$ cat src/rtl/addr_sweep_gen.sv
// Address sweep generator: walks BASE..LAST in STRIDE steps over a valid/ready
// handshake, in single-pass or continuous (wrapping) mode with per-pass status.
//
// state  | meaning
// -------+------------------------------------------------------------
// S_IDLE | no sweep; valid=0, addr parked at BASE, waiting for start
// S_RUN  | sweep active; addr offered with valid=1 until accepted
module addr_sweep_gen #(
   parameter int unsigned ADDR_W = 18,
   parameter int unsigned BASE   = 160000,
   parameter int unsigned LAST   = 199999,
   parameter int unsigned STRIDE = 1
) (
   input  logic              clk,
   input  logic              rst,
   input  logic              start,
   input  logic              stop,
   input  logic              continuous,
   input  logic              ready,
   output logic [ADDR_W-1:0] addr,
   output logic              valid,
   output logic              busy,
   output logic              wrap,
   output logic              done,
   output logic [7:0]        pass_count
);

   typedef enum logic {S_IDLE, S_RUN} state_t;

   localparam logic [ADDR_W-1:0] BASE_A   = ADDR_W'(BASE);
   localparam logic [ADDR_W:0]   LAST_X   = (ADDR_W+1)'(LAST);
   localparam logic [ADDR_W:0]   STRIDE_X = (ADDR_W+1)'(STRIDE);

   state_t          state;
   logic            cont_mode;
   logic [ADDR_W:0] addr_next;
   logic            at_term;
   logic            accept;

   // One extra bit so a step past the top of the address space is still seen as terminal.
   assign addr_next = {1'b0, addr} + STRIDE_X;
   assign at_term   = addr_next > LAST_X;
   assign accept    = valid && ready;

   always_ff @(posedge clk or posedge rst) begin
      if (rst) begin
         state      <= S_IDLE;
         cont_mode  <= 1'b0;
         addr       <= BASE_A;
         valid      <= 1'b0;
         busy       <= 1'b0;
         wrap       <= 1'b0;
         done       <= 1'b0;
         pass_count <= 8'd0;
      end else begin
         wrap <= 1'b0;
         done <= 1'b0;
         case (state)
            S_IDLE: begin
               if (start && !stop) begin
                  state      <= S_RUN;
                  cont_mode  <= continuous;
                  pass_count <= 8'd0;
                  addr       <= BASE_A;
                  valid      <= 1'b1;
                  busy       <= 1'b1;
               end
            end
            S_RUN: begin
               if (stop) begin
                  state <= S_IDLE;
                  addr  <= BASE_A;
                  valid <= 1'b0;
                  busy  <= 1'b0;
               end else if (accept) begin
                  if (at_term) begin
                     wrap <= 1'b1;
                     addr <= BASE_A;
                     if (pass_count != 8'hFF)
                        pass_count <= pass_count + 8'd1;
                     if (!cont_mode) begin
                        state <= S_IDLE;
                        valid <= 1'b0;
                        busy  <= 1'b0;
                        done  <= 1'b1;
                     end
                  end else begin
                     addr <= addr_next[ADDR_W-1:0];
                  end
               end
            end
            default: begin
               state <= S_IDLE;
               valid <= 1'b0;
               busy  <= 1'b0;
            end
         endcase
      end
   end

endmodule

$ cat config.mk
export PLATFORM = sky130hd
export DESIGN_NAME = addr_sweep_gen
export DESIGN_NICKNAME = d
export VERILOG_FILES = /design/src/rtl/addr_sweep_gen.sv
export SDC_FILE = /design/constraint.sdc
export NUM_CORES = 1
export LEC_CHECK = 0
export CAP_MARGIN = 30
export CORE_AREA = 2 2 72 74
export DETAILED_ROUTE_END_ITERATION = 8
export DIE_AREA = 0 0 74 76
export PLACE_DENSITY = 0.72
export SLEW_MARGIN = 20
export SYNTH_ARGS = -nofsm -noshare
export SYNTH_HDL_FRONTEND = slang
export SYNTH_SLANG_ARGS = --single-unit
$ cat constraint.sdc
create_clock -name clk -period 2.8 [get_ports clk]
set_input_delay 0.56 -clock clk [delete_from_list [all_inputs] [get_ports clk]]
set_output_delay 0.56 -clock clk [all_outputs]
set_load 0.01 [all_outputs]
* Yosys cells after proc, flatten, opt, wreduce, memory -nomap -nowiden
Cells that the tools add are included.
** Storage, ports and cells
- Bits in registers :: 31
- Latch bits :: 0
- RAM bits :: 0
- ROM bits :: 0
- Output and inout bits :: 30
- Memories :: 0
** Operators by class
- Add/sub/neg operators :: 2
- Multipliers :: 0
- Divide/modulo/power cells :: 0
- Magnitude comparators :: 1
- Equal/unequal tests :: 9
- Shift operators :: 0
- Multiplexer cells :: 32
- Bitwise gates (word level) :: 1
- Reduce and logical (&&, ||, !) cells :: 7
** Operator list (number)
- 18-bit two-way mux :: 4
- 8-bit two-way mux :: 5
- 18-bit one-hot mux with 2 select lines :: 1
- 18-bit by 1-bit adder with 19-bit output, second input constant :: 1
- 19-bit by 18-bit greater-than comparator with 1-bit output, second input constant :: 1
- 1-bit two-way mux :: 19
- 8-bit one-hot mux with 2 select lines :: 1
- 8-bit by 1-bit adder with 8-bit output, second input constant :: 1
- 8-bit != test, second input constant :: 1
- 2-bit by 1-bit != test with 1-bit output, second input constant :: 3
- 3-bit by 2-bit != test with 1-bit output, second input constant :: 2
- 5-bit AND reduction :: 1
- 2-bit != test, second input constant :: 2
- 1-bit one-hot mux with 2 select lines :: 2
- 2-bit AND reduction :: 2
- 4-bit AND reduction :: 1
- 3-bit != test, second input constant :: 1
- 1-bit logical AND :: 2
- 1-bit logical NOT :: 1
- 1-bit NOT :: 1

* Depth between registers and ports, before layout
- Depth in word-level cells :: 6
- Mapped depth :: 11

* Worst setup path after synthesis
Ideal clock, no wire load.
- Path type :: reg2reg
- From :: reg addr[0]
- To :: reg pass_count[1]
- Library setup time :: 0.128 ns
- Data arrival time :: 2.371 ns
- Data required time :: 2.672 ns
- Path slack :: 0.302 ns
- Stages on the path, launching flop included :: 10
- Buffers on the path :: 1
- Clock period less this slack :: 2.498 ns
- Cell sequence :: dfrtp_1 ha_1 and3_1 buf_2 a311oi_1 nor3_1 a211o_1 a31oi_4 nor3_1 mux2_1
** Between the ends
- Word-level cells in the longest chain between the ends :: 4
** Ends and longest elaborated chain
- start, declared :: RTL line 20 : output logic [ADDR_W-1:0] addr,
- start signal, assigned :: RTL line 88 : addr <= addr_next[ADDR_W-1:0];
- 18-bit by 1-bit adder with 19-bit output :: RTL line 41 : assign addr_next = {1'b0, addr} + STRIDE_X;
- 19-bit by 18-bit greater-than comparator with 1-bit output :: RTL line 42 : assign at_term = addr_next > LAST_X;
- 2-bit by 1-bit != test with 1-bit output (no line)
- 5-bit AND reduction (no line)
- end signal, assigned :: RTL line 80 : pass_count <= pass_count + 8'd1;
- end, declared :: RTL line 25 : output logic [7:0] pass_count
Every way passes these cells.
A chain may end at the register's enable or synchronous reset.

* Worst setup path in the final report
- From :: reg addr[0]
- To :: reg pass_count[5]
The elaborated chain is that of the path after synthesis.

==> results <==
- The mapped netlist covers 2310 um2.
- The commonest cells after synthesis are sky130_fd_sc_hd__nand2_1 (36), sky130_fd_sc_hd__dfrtp_1 (26), sky130_fd_sc_hd__nor2_1 (26).
- The effective utilization at floorplan is 47.1%.
- STA classifies the critical path startpoint as a register.
- The reg-to-reg setup timing slack is 0.20 ns.
- The critical path depth in cells is 9.
- The total CTS buffers is 5.
- The area enclosed by the die boundary is 5620 um2.
- In the final layout, the multi-input gates occupy 1370 um2.
- The worst endpoint data arrival time is 2.75 ns.
- Based on the critical path, the design can be clocked at up to 0.384 GHz.
- In the final layout, flip-flops and latches occupy 782 um2.
- The count of pins over their slew limit is 0.
- The filler cells instantiated in the layout total 449.
- TritonCTS built the clock tree.
- After floorplanning, the core was divided into 26 placement rows.
- The detailed-route via count is 2,180.
- For the final routed database, the setup TNS stands at 0 ns.
- Overall power consumption after layout is estimated at 0.968 mW.
- The global routing usage summed across all routing layers is 21.8%.
- The largest net degree at the start of global routing is 32.
- The top cell type by area accounts for 28.1% of the synthesized area.
- After legalization and detailed placement, the total HPWL measured 3990 um.
- In the routed design, unresolved DRC markers number 0.
- The count of input and output buffers is 35.
- The root buffer cell chosen for the clock tree is sky130_fd_sc_hd__clkbuf_8.
- Of the cells placed in the final design, the portion with a size suffix greater than 1 is 13.4%.
- The startpoint identified for the worst register-to-register timing path is addr[0]$_DFFE_PP0P_.
- The clock sink count is 31.
- Counting stages on the worst path, the most repeated cell is sky130_fd_sc_hd__buf_4.
- Walking the worst path, the cells encountered are ha_1, and3_1, buf_4, o311ai_1, a211o_1, a31oi_4, buf_4, o31ai_4, a2bb2oi_1.
- Along the worst path, the maximum fanout reaches 9.
- The floorplan step set the die width to 74 um.
- The clock period minus worst slack is 2.60 ns.
- The average vias per placed instance is 5.78.
- The run finished with clean final reports.
- The count of final setup violators is 0.
- In the final routed layout, each cell accounts on average for 15.2 um.
- The clock-pin slew on the worst setup and hold paths is 0.07 ns.
- The overall overflow remaining after global route is 0.
- In this run the post-CTS setup repair buffer count came out at 0.
- During I/O placement, the number of pins put on the boundary was 36.
- The pre-antenna-repair detailed-routing pass consisted of 4 iterations.
- The net count of the mapped netlist is 283.
- The maximum level of the CTS H-tree is 2.
- The gate count of the mapped netlist is 274.
- Yosys attributes the largest share of cell area to sky130_fd_sc_hd__dfrtp_1 (28%), sky130_fd_sc_hd__nand2_1 (5.8%), sky130_fd_sc_hd__dfstp_2 (5.7%), sky130_fd_sc_hd__o221ai_1 (4.5%), sky130_fd_sc_hd__nor2_1 (4.2%).
- After the flow finishes, the layout carries non-filler instances totaling 377.
- The timing startpoint of the critical path is addr[0]$_DFFE_PP0P_.
- Sequential cells were found to cover 33.8% of the synthesized design area.
- The total length of routed wires is 5740 um.
- In this run the vertical extent of the chip is 76 um.
- The clock tree skew after final layout is 0.00613 ns.
- The classification of the worst-slack hold path is reg -> reg.
- The first global-routing pass estimated 9820 um of wire.
- The initial antenna violation count came to 0.
- The critical path is of the reg -> reg type.
- The count of different cell masters after synthesis is 61.
- The number of placed instances, taps included, is 369.
- For this design, the CTS-stage hold fixing added 0 buffers.
- The actual transition at the worst max-transition pin is 0.676 ns.
- The flop and latch count out of synthesis is 31.
- The type of element capturing the critical path is a register.
- Routability-driven placement finished with a final weighted congestion of 0.875.
- The synthesized area per cell is 8.44 um2.
- For this run, the slowest stage of the critical path takes 0.41 ns.
- The worst register-to-register path ends at pass_count[5]$_DFFE_PP0P_.
- Dividing total power by cell area gives a power density of 344 nW/um2.
- The setup slack at placement is 0.178 ns.
- The worst-case setup margin in the final layout is 0.198 ns.
- The number of hold violations in the final report is 0.
- In this run, synthesis inferred 0 flip-flops with an integrated enable.
- The core utilization of the finished layout is 57.3%.
- VDD sags by at most 281 uV.
- Setup repair after global routing left no endpoint under its margin.
- The total area inside the core boundary comes to 4910 um2.
- The number of antenna cells inserted is 0.
- The cell type of the slowest stage on the worst timing path is sky130_fd_sc_hd__o311ai_1.
- The source-to-sink clock delay at the later pin of the worst-skew pair is 0.28 ns.
- Data on the critical path is required at its endpoint by 2.95 ns.
- The number of global-route vias before repair came to 2,109.
- Yosys instantiated no cell more often than sky130_fd_sc_hd__nand2_1.
- Compared with the post-synthesis result, the final layout area differs by 21.6%.
- The analysis attributes to cell leakage a power of 1.19 nW.
- The number of buffer and inverter instances along the worst setup path is 2.
- The number of gates resized after CTS was 0.
- The Yosys step of the flow raised 0 warnings.
- The kind of cell adding the most delay to the critical path is compound AO/OA/AOI/OAI gates.
- The critical path ends at pass_count[5]$_DFFE_PP0P_.
- Headroom to the max-slew limit came out at 55.0%.
- The proportion of register bits with asynchronous set or reset after synthesis is 100%.
- After the last flow step, the layout net total stands at 315.
- The depth of the worst register-to-register path is 9.
- The residual antenna-violating net count after detailed routing is 0.
- The cell type with the largest total area after synthesis is sky130_fd_sc_hd__dfrtp_1.
- The worst-case clock buffer depth is 2.
- The number of DRC violations after detailed-routing iteration 0 is 156.
- The final cycle utilization of the critical path is 92.9%.
- The max-cap violation count is 0.
- The most frequently used flop master after synthesis is sky130_fd_sc_hd__dfrtp_1.
layout by cell type, fill, tap and decap left out, types with 4 or more instances in the layout:
master,instances
sky130_fd_sc_hd__o221ai_1,12
sky130_fd_sc_hd__inv_1,8
sky130_fd_sc_hd__o21a_1,4
sky130_fd_sc_hd__o21ai_0,5
sky130_fd_sc_hd__buf_4,13
sky130_fd_sc_hd__dfrtp_1,26
sky130_fd_sc_hd__and2_1,9
sky130_fd_sc_hd__and4_1,4
sky130_fd_sc_hd__xor2_1,4
sky130_fd_sc_hd__nor2b_1,4
sky130_fd_sc_hd__clkbuf_8,7
sky130_fd_sc_hd__a21oi_1,6
sky130_fd_sc_hd__nand3_1,16
sky130_fd_sc_hd__nand4_1,5
sky130_fd_sc_hd__and3_1,6
sky130_fd_sc_hd__nor3_1,4
sky130_fd_sc_hd__a2bb2oi_1,5
sky130_fd_sc_hd__clkdlybuf4s50_1,35
sky130_fd_sc_hd__nor2_1,26
sky130_fd_sc_hd__nand2_1,36
sky130_fd_sc_hd__dfstp_2,5
sky130_fd_sc_hd__a21boi_0,4
sky130_fd_sc_hd__nor4_1,8
final cells by class:
type,count,area share [%]
inverter,8,1.07
timing repair buffer,48,15.9
clock buffer,8,3.56
tap,70,3.11
multi-input combinational,212,48.5
sequential,31,27.8
power by group:
| group | leakage (nW) | switching (mW) | internal, mW |
|---|---|---|---|
| combinational | 0.735 | 0.0567 | 0.0439 |
| sequential | 0.406 | 0.0146 | 0.460 |
| clock | 0.0515 | 0.169 | 0.224 |
| total | 1.19 | 0.240 | 0.728 |
sequential cells by signal (all words and copies together) (netlist names):
name        flops
wrap            1
addr           18
pass_count      8
busy            1
state           1
cont_mode       1
done            1
worst reg2reg max path: cells and delay by family (launching register included):
family	cells	cell delay, ns
AO/OA/AOI/OAI	5	1.26
adder cells (fa/ha/maj)	1	0.25
buffers and inverters	2	0.36
flip-flops	1	0.38
AND/OR/NAND/NOR	1	0.23
metrics by stage:
step / hold WS (ns) / cell area (um2)
4_1_cts: 0.487 / 2810
2_1_floorplan: 0.429 / 2310
3_5_place_dp: 0.469 / 2710
5_1_grt: 0.514 / 2810
3_3_place_gp: 0.480 / 2710
6_report: 0.496 / 2810
kinds of logic (layout without fill, tap and decap cells):
group	count (synthesis)	after routing	synth area share, %
buffers and inverters	31	64	7.36
AO/OA/AOI/OAI	65	65	22.8
XOR/XNOR	6	6	2.27
AND/OR/NAND/NOR	135	135	30.7
flip-flops	31	31	33.8
multiplexers	3	3	1.41
adder cells (fa/ha/maj)	3	3	1.62
worst min-delay path by stage:
stage / from / end / slack, ns / depth (start not counted)
2_1_floorplan: cont_mode$_DFFE_PP0P_ / done$_DFF_PP0_ / 0.43 / 1
3_3_place_gp: cont_mode$_DFFE_PP0P_ / done$_DFF_PP0_ / 0.48 / 1
3_5_place_dp: cont_mode$_DFFE_PP0P_ / done$_DFF_PP0_ / 0.47 / 1
4_1_cts: cont_mode$_DFFE_PP0P_ / done$_DFF_PP0_ / 0.49 / 1
5_1_grt: cont_mode$_DFFE_PP0P_ / done$_DFF_PP0_ / 0.51 / 1
6_report: cont_mode$_DFFE_PP0P_ / done$_DFF_PP0_ / 0.50 / 1
routing by layer:
metal	up-vias	wire, um	GRT usage, %
met5	-	0	0
met4	0	87	7.64
met3	8	287	5.56
met2	57	2670	32.7
met1	1040	2690	30.4
li1	1075	-	-
Power figures use the tool's default switching activity.
